--- config.mk ---
export PLATFORM = sky130hd
export DESIGN_NAME = panda_hazard_id
export DESIGN_NICKNAME = d
export VERILOG_FILES = /design/src/rtl/panda_hazard_id.sv
export SDC_FILE = /design/constraint.sdc
export NUM_CORES = 1
export LEC_CHECK = 0
export ABC_CLOCK_PERIOD_IN_PS = 1700
export CAP_MARGIN = 10
export CORE_ASPECT_RATIO = 1.4
export CORE_UTILIZATION = 26
export DETAILED_ROUTE_END_ITERATION = 16
export GPL_ROUTABILITY_DRIVEN = 0
export GPL_TIMING_DRIVEN = 1
export HOLD_SLACK_MARGIN = 0.05
export PLACE_DENSITY = 0.78
export RECOVER_POWER = 100
export SLEW_MARGIN = 40
export SYNTH_ARGS = -nofsm -noshare
export SYNTH_HDL_FRONTEND = slang
export SYNTH_SLANG_ARGS = --single-unit
--- constraint.sdc ---
create_clock -name clk_i -period 1.7 [get_ports clk_i]
set_clock_uncertainty 0.1 [all_clocks]
set_input_delay 0.17 -clock clk_i [delete_from_list [all_inputs] [get_ports clk_i]]
set_output_delay 0.17 -clock clk_i [all_outputs]
set_load 0.1 [all_outputs]
--- src/rtl/panda_hazard_id.sv ---
// panda_hazard_id: ID-stage hazard/stall controller, companion of the ID forward unit.
// Detects RAW hazards that EX/MEM->ID forwarding cannot cover (load-use, and
// branch/jalr operands still in ID/EX or loaded in EX/MEM), then holds IF/ID and
// injects ID/EX bubbles for a counted number of cycles.
// Optional feature macro: PANDA_HAZARD_PERF_EN enables the stall-cycle counter.

package panda_hazard_id_pkg;
   typedef enum logic [1:0] {
      RD_DATA_ALU  = 2'd0,
      RD_DATA_LOAD = 2'd1,
      RD_DATA_PC4  = 2'd2,
      RD_DATA_CSR  = 2'd3
   } rd_data_sel_e;
endpackage

module panda_hazard_id
   import panda_hazard_id_pkg::*;
#(
   parameter int unsigned BRANCH_LOAD_STALLS = 2,
   parameter int unsigned PERF_CNT_W         = 32
) (
   input  logic                  clk_i,
   input  logic                  rst_i,
   input  logic                  id_valid_i,
   input  logic                  branch_i,
   input  logic                  jalr_i,
   input  logic                  rs1_used_i,
   input  logic                  rs2_used_i,
   input  logic [4:0]            rs1_addr_i,
   input  logic [4:0]            rs2_addr_i,
   input  logic [4:0]            id_ex_rd_addr_i,
   input  logic                  id_ex_rd_we_i,
   input  rd_data_sel_e          id_ex_rd_data_sel_i,
   input  logic [4:0]            ex_mem_rd_addr_i,
   input  logic                  ex_mem_rd_we_i,
   input  rd_data_sel_e          ex_mem_rd_data_sel_i,
   input  logic                  mem_stall_i,
   input  logic                  flush_i,
   output logic                  stall_if_o,
   output logic                  stall_id_o,
   output logic                  bubble_ex_o,
   output logic [PERF_CNT_W-1:0] perf_stall_cnt_o
);

   localparam int unsigned      CNT_W     = 2;
   localparam logic [CNT_W-1:0] CNT_IDLE  = 2'd0;
   localparam logic [CNT_W-1:0] CNT_ONE   = 2'd1;
   localparam logic [CNT_W-1:0] BR_LOAD_N = CNT_W'(BRANCH_LOAD_STALLS);

   logic [CNT_W-1:0] cnt_q;
   logic [CNT_W-1:0] cnt_d;
   logic [CNT_W-1:0] need_n;
   logic             idle;
   logic             stall;
   logic             use1_ex;
   logic             use2_ex;
   logic             use1_mem;
   logic             use2_mem;
   logic             ex_load;
   logic             mem_load;
   logic             is_ctrl;
   logic             ctrl_ex;
   logic             ctrl_mem;

   // Operand match against the two producer stages
   always_comb begin
      use1_ex  = rs1_used_i && id_ex_rd_we_i && (rs1_addr_i == id_ex_rd_addr_i)
                 && (rs1_addr_i != 5'd0);
      use2_ex  = rs2_used_i && id_ex_rd_we_i && (rs2_addr_i == id_ex_rd_addr_i)
                 && (rs2_addr_i != 5'd0);
      use1_mem = rs1_used_i && ex_mem_rd_we_i && (rs1_addr_i == ex_mem_rd_addr_i)
                 && (rs1_addr_i != 5'd0);
      use2_mem = rs2_used_i && ex_mem_rd_we_i && (rs2_addr_i == ex_mem_rd_addr_i)
                 && (rs2_addr_i != 5'd0);
      ex_load  = (id_ex_rd_data_sel_i == RD_DATA_LOAD);
      mem_load = (ex_mem_rd_data_sel_i == RD_DATA_LOAD);
      is_ctrl  = branch_i || jalr_i;
      // jalr resolves on rs1 only; branches compare both operands
      ctrl_ex  = (branch_i && (use1_ex || use2_ex)) || (jalr_i && use1_ex);
      ctrl_mem = (branch_i && (use1_mem || use2_mem)) || (jalr_i && use1_mem);
   end

   // Required stall length; the branch-on-load case is always the largest
   always_comb begin
      need_n = CNT_IDLE;
      if (id_valid_i && !flush_i) begin
         if (ex_load && ctrl_ex) begin
            need_n = BR_LOAD_N;
         end else if ((ex_load && (use1_ex || use2_ex) && !is_ctrl)
                      || (!ex_load && ctrl_ex)
                      || (mem_load && ctrl_mem)) begin
            need_n = CNT_ONE;
         end
      end
   end

   // Stall decode and next count; flush beats memory stall beats detection
   always_comb begin
      idle  = (cnt_q == CNT_IDLE);
      stall = !rst_i && !flush_i && !mem_stall_i && (!idle || (need_n != CNT_IDLE));
      cnt_d = cnt_q;
      if (flush_i) begin
         cnt_d = CNT_IDLE;
      end else if (mem_stall_i) begin
         cnt_d = cnt_q;
      end else if (!idle) begin
         cnt_d = cnt_q - CNT_ONE;
      end else if (need_n != CNT_IDLE) begin
         cnt_d = need_n - CNT_ONE;
      end
   end

   // Remaining-stall counter
   always_ff @(posedge clk_i) begin
      if (rst_i) begin
         cnt_q <= CNT_IDLE;
      end else begin
         cnt_q <= cnt_d;
      end
   end

   assign stall_if_o  = stall;
   assign stall_id_o  = stall;
   assign bubble_ex_o = stall;

`ifdef PANDA_HAZARD_PERF_EN
   logic [PERF_CNT_W-1:0] perf_q;

   // Hazard stall-cycle counter, wraps naturally
   always_ff @(posedge clk_i) begin
      if (rst_i) begin
         perf_q <= '0;
      end else if (stall) begin
         perf_q <= perf_q + PERF_CNT_W'(1);
      end
   end

   assign perf_stall_cnt_o = perf_q;
`else
   assign perf_stall_cnt_o = '0;
`endif

endmodule
# After elaboration in Yosys (flattened, before gate mapping)
# Cells that the tools add are included.
[op_classes]
eq_ne = 7
n_reduce_logical = 45
n_addsub = 2
muxes = 5
bitwise = 1
[op_table]
columns = ["op", "n"]
rows = [
  ["$logic_and 1x1->1", 25],
  ["$eq 5x5->1", 4],
  ["$reduce_bool 5->1", 2],
  ["$logic_or 1x1->1", 8],
  ["$mux 2", 4],
  ["$logic_not 1->1", 6],
  ["$eq 2x1->1 const B", 2],
  ["$sub 2x1->2 const B", 2],
  ["$logic_not 2->1", 1],
  ["$ne 2x1->1 const B", 1],
  ["$reduce_and 2->1", 1],
  ["$reduce_bool 2->1", 1],
  ["$reduce_or 2->1", 1],
  ["$mux 1", 1],
  ["$not 1->1", 1],
]
[word_totals]
in_bits = 35
register_bits = 2
elab_cells = 61

# Longest topological paths before layout
# Gate-level depths: netlist (run 1).
[depth]
depth_word = 15
mapped_depth = 6
mapped_depth_nobuf = 5

# Least setup slack after synthesis (run 1)
# Ideal clock, no wire load.
[synth_timing]
path_kind = "input -> output"
start = "input port id_ex_rd_addr_i[3]"
end = "output port stall_id_o"
stages = 6
slack_ns = -1.411
arrival_ns = 2.841
t_required_ns = 1.430
cell_sequence = "xnor2_1 > nand2_1 > nor4_1 > o32ai_1 > a21oi_1 > buf_4"
[synth_between]
elab_chain_cells = 15
word_cells_on_any_way = 22
classes_between = "2 x eq/ne; 3 x mux; 17 x reduce/logical"
[synth_lines]
columns = ["item", "line", "rtl"]
rows = [
  ["start, declared", "31", "input logic [4:0] id_ex_rd_addr_i,"],
  ["$eq 5x5->1, on equally long branches", "67, 69", ""],
  ["$logic_and 1x1->1, on equally long branches", "67, 69", ""],
  ["$logic_and 1x1->1, on equally long branches", "68, 70", ""],
  ["$logic_or 1x1->1", "79, 89", ""],
  ["$logic_and 1x1->1", "79", "ctrl_ex = (branch_i && (use1_ex || use2_ex)) || (jalr_i && use1_ex);"],
  ["$logic_or 1x1->1", "79", ""],
  ["$logic_and 1x1->1", "90", "|| (!ex_load && ctrl_ex)"],
  ["$logic_or 1x1->1", "90", ""],
  ["$logic_or 1x1->1", "91", "|| (mem_load && ctrl_mem)) begin"],
  ["$mux 1", "89", "end else if ((ex_load && (use1_ex || use2_ex) && !is_ctrl)"],
  ["$mux 2 *", "87", "if (ex_load && ctrl_ex) begin"],
  ["$mux 2 *", "86", "if (id_valid_i && !flush_i) begin"],
  ["$reduce_bool 2->1 *", "100", "stall = !rst_i && !flush_i && !mem_stall_i && (!idle || (need_n != CNT_IDLE));"],
  ["$logic_or 1x1->1 *", "100", ""],
  ["$logic_and 1x1->1 *", "100", ""],
  ["end, declared", "40", "output logic stall_id_o,"],
]
# Mark *: on every way between the ends. The rest lies on a longest branch, timed or not.

# Worst setup path in the final report (run 1)
[layout_timing]
start = "input port rs1_addr_i[2]"
end = "output port stall_if_o"
[layout_between]
elab_chain_cells = 15
word_cells_on_any_way = 28
classes_between = "2 x eq/ne; 3 x mux; 23 x reduce/logical"
[layout_lines]
columns = ["item", "line", "rtl"]
rows = [
  ["start, declared", "29", "input logic [4:0] rs1_addr_i,"],
  ["$eq 5x5->1", "67", "use1_ex = rs1_used_i && id_ex_rd_we_i && (rs1_addr_i == id_ex_rd_addr_i)"],
  ["$logic_and 1x1->1", "67", ""],
  ["$logic_and 1x1->1", "68", "&& (rs1_addr_i != 5'd0);"],
  ["$logic_or 1x1->1", "79, 89", ""],
  ["$logic_and 1x1->1", "79", ""],
  ["$logic_or 1x1->1", "79", ""],
  ["$logic_and 1x1->1", "90", ""],
  ["$logic_or 1x1->1", "90", ""],
  ["$logic_or 1x1->1", "91", ""],
  ["$mux 1", "89", ""],
  ["$mux 2 *", "87", ""],
  ["$mux 2 *", "86", ""],
  ["$reduce_bool 2->1 *", "100", ""],
  ["$logic_or 1x1->1 *", "100", ""],
  ["$logic_and 1x1->1 *", "100", ""],
  ["end, declared", "39", "output logic stall_if_o,"],
]
# Marks and branches as above.

==> results.txt, run 1 <==
The flow ran to the end, but the final reports show violations. The checks that failed: negative setup slack. In the synthesized netlist, the cells that appear most often are buf_4, xnor2_1, nand2_1, nor3_1, nor4_1. The effective utilization at floorplan came out at 0.279.

The total via count in the routed design came out at 800. The cell sitting at the root of the clock tree is a clkbuf_4. The multi-input combinational cells in the finished layout cover a total of 661 um2. The sequential cell area is 40.0 um2. The register with the most flip-flops in the layout has 2 of them. Setup violations remaining at the end of the flow were counted as 3.

Once detail routing completed, the nets flagged for antenna violations numbered 0. The number of top-level design ports is 70. The capture instance of the worst register-to-register path is cnt_q[0]. In this run, post-CTS hold repair placed 0 buffers. The cell area that synthesis handed to floorplanning was 682 um2. The average cell area after synthesis came out at 7.49 um2. The core occupancy in the finished layout is 0.533. The count of distinct cell types in the synthesized netlist came out at 20.

The post-synthesis share of cell area spent on full adders, half adders and majority gates is 0. In this run, CTS created clock tree buffers numbering 3. In the final timing run, aggregate negative setup slack is -1.14 ns. The worst setup path is captured at an output port. The number of enable flip-flop cells after synthesis is 0.

The number of synthesized register bits came out at 2. The register-to-register setup slack came out at 0.51 ns. The half-perimeter wire length of the detailed placement result came out at 1660 um. The CTS H-tree depth came out at 1.

In the final layout, the share of cells above drive strength 1 is 0.349. The largest registers in the layout are cnt_q: 2 flops. After synthesis, the largest family of logic cells by area is buffers and inverters.

The number of fillers in the final layout is 222. The post-synthesis cell count is 91. The buffer levels on the longest clock path came out at 2. The number of standard-cell rows in the floorplan came out at 21. More flip-flops sit in one register than any other, and that register is cnt_q.

The floorplan step set the die width to 45.3 um. The placeable core region came out at 2440 um2. The number of max-slew violations in the final report is 0. The vertical die dimension came out at 62.6 um.

The cell count after placement came out at 176. Of the total synthesized cell area, the portion taken by AND, OR, NAND and NOR gates is 0.198. The startpoint identified for the worst hold timing path is branch_i. The clock latency reported for the late side of the worst-skew pair is 0.23 ns. In this run the tool buffered the top-level ports with 37 buffer cells.

After the flow finishes, the layout carries non-filler instances totaling 183. The critical path class is in2out. The type of element launching the critical path is an input pin. Clock tree synthesis found a total of 2 sinks.

The post-route minimum period came out at 2.08 ns. The global-route wire length before repair came out at 3120 um. The final period utilization is 1.22.

The library cell with the largest summed area after synthesis is buf_4. The remaining design rule violation count is 0. The detail-routed net length per standard cell came out at 12.4 um.

The via count of the first global-routing pass came out at 762. The count of maximum capacitance violations is 0. The detailed-route wire length is 2270 um. Setup repair after global routing could not meet its margin everywhere.

The number of optimization iterations in the first detailed-route pass is 4. Among all cell types in the netlist, the one instantiated most often is buf_4. The initial antenna violation count came to 0.

After the first detailed-routing iteration, the DRC count stood at 18. The remaining global-route overflow is 0. The clock-pin slew on the worst setup and hold paths came out at 0.03 ns. From synthesis to final layout, the design area changed by 91.0%. By area the synthesized netlist is led by buf_4, xnor2_1, dfxtp_1. The largest net degree at the start of global routing came out at 7. The area of the die is 2830 um2.

The highest clock rate came out at 0.481 GHz. The number of endpoints with negative hold slack in the final report came out at 0. The path with the worst hold slack has its endpoint at cnt_q[0]. The fraction of registers with async set/reset came out at 0. The multiplexer share of the synthesized area is 0. The antenna diode instance count came out at 0. The ratio of routed vias to standard cells is 4.37.

The leakage power summed over all cells came out at 0.609 nW. In this run the worst hold path is classified as in2reg. Among all flip-flop cells after synthesis, the most frequent one is dfxtp_1. The depth of the most critical reg-to-reg path is 3.

The share of synthesized area in the top cell type comes to 0.374. The number of cells on the worst hold path is 4. Of the total synthesized cell area, the portion taken by XOR and XNOR cells is 0.257. For this run, the number of Yosys warnings is 0. In the global route stage, overall resource usage came out at 0.144.

TritonCTS built the clock tree. The net count of the finished layout is 186. The total power density per cell area came out at 527 nW/um2. Setup slack on the critical path of the routed design comes to -0.381 ns. The share of synthesized area occupied by flip-flops and latches is 0.0587. The largest driver fanout on the critical path came out at 3. The required time at the worst-slack endpoint is 1.43 ns.

VDD sags by at most 0.258 mV. In this run the critical register-to-register path is launched from cnt_q[0]. The fraction of the mapped netlist area in compound gates came to 0.101.

For the worst setup path, the data arrival time is 1.81 ns.
[layout make-up]
class | count | share of cell area
multi-input combinational | 85 | 0.507
timing repair buffer | 58 | 0.409
tap | 34 | 0.0327
sequential | 2 | 0.0307
clock buffer | 3 | 0.0173
inverter | 1 | 0.00288
[routing by layer]
| metal | GRT usage | part of all wire | up-vias | routed length [um] |
|---|---|---|---|---|
| met3 | 0.0289 | 0.090 | 8 | 204 |
| met4 | 0.0530 | 0.026 | 0 | 58 |
| met2 | 0.270 | 0.53 | 67 | 1200 |
| li1 | - | - | 369 | - |
| met1 | 0.145 | 0.35 | 356 | 803 |
| met5 | 0 | 0 | - | 0 |
[layout by cell type (no fill, tap or decap), types with 4 or more instances in the layout]
cell,n
nand2_1,5
clkbuf_2,6
nor4_4,4
buf_4,17
conb_1,32
buf_6,6
clkdlybuf4s50_1,9
dlymetal6s2s_1,5
dlygate4sd2_1,7
xnor2_1,17
[report_power, final]
group          leakage (nW)  switching, mW  internal, mW
logic                 0.579          0.402         0.127
clock network        0.0138         0.0318        0.0783
registers            0.0161      0.0000209        0.0473
total                 0.609          0.434         0.253
[worst max-delay path: stages]
cell,delay [ns]
buf_6,0.10
buf_6,0.11
xnor2_2,0.15
nand4_1,0.20
buf_4,0.20
nor3_4,0.24
o32ai_4,0.13
a21oi_4,0.29
buf_12,0.22
[timing repair]
item	CTS	global route
pin swaps	13	16
setup buffers	2	2
setup endpoints to repair	4	3
resized for setup	49	27
[kinds of logic (layout without fill, tap and decap cells)]
kind of cell,count (synthesis),after routing
compound gates,10,10
xor+xnor,20,20
buf+inv,35,62
flops,2,2
other cells,1,32
simple gates,23,23
[worst max path at each step]
stage | depth (start not counted) | end | startpoint | slack (ns)
floorplan | 6 | stall_id_o | rs2_addr_i[0] | -0.35
global placement | 7 | stall_if_o | rs2_addr_i[0] | -0.67
detailed placement | 7 | stall_if_o | rs2_addr_i[0] | -0.68
CTS | 7 | stall_if_o | rs1_addr_i[3] | -0.36
global route | 9 | bubble_ex_o | rs1_addr_i[2] | -0.46
finish | 9 | stall_if_o | rs1_addr_i[2] | -0.38
[metrics by stage]
stage	hold slack [ns]	area, um2	setup slack (ns)	total power [mW]
final	0.309	1300	-0.381	0.687
after global routing	0.343	1300	-0.458	0.708
after detailed placement	0.394	1150	-0.677	0.550
after floorplan	0.147	858	-0.352	0.473
after global placement	0.382	1150	-0.669	0.546
after CTS	0.399	1220	-0.357	0.666
(Power assumes the default switching activity.)
==> run 2: changes to the inputs <==
--- a/config.mk
+++ b/config.mk
@@ -9,12 +9,14 @@
 export CAP_MARGIN = 10
 export CORE_ASPECT_RATIO = 1.4
 export CORE_UTILIZATION = 26
+export CTS_CLUSTER_DIAMETER = 80
 export DETAILED_ROUTE_END_ITERATION = 16
 export GPL_ROUTABILITY_DRIVEN = 0
 export GPL_TIMING_DRIVEN = 1
 export HOLD_SLACK_MARGIN = 0.05
 export PLACE_DENSITY = 0.78
 export RECOVER_POWER = 100
+export SKIP_LAST_GASP = 1
 export SLEW_MARGIN = 40
 export SYNTH_ARGS = -nofsm -noshare
 export SYNTH_HDL_FRONTEND = slang
==> results of run 2 <==
The final DEF is identical to that of run 1; final timing and power are the same.
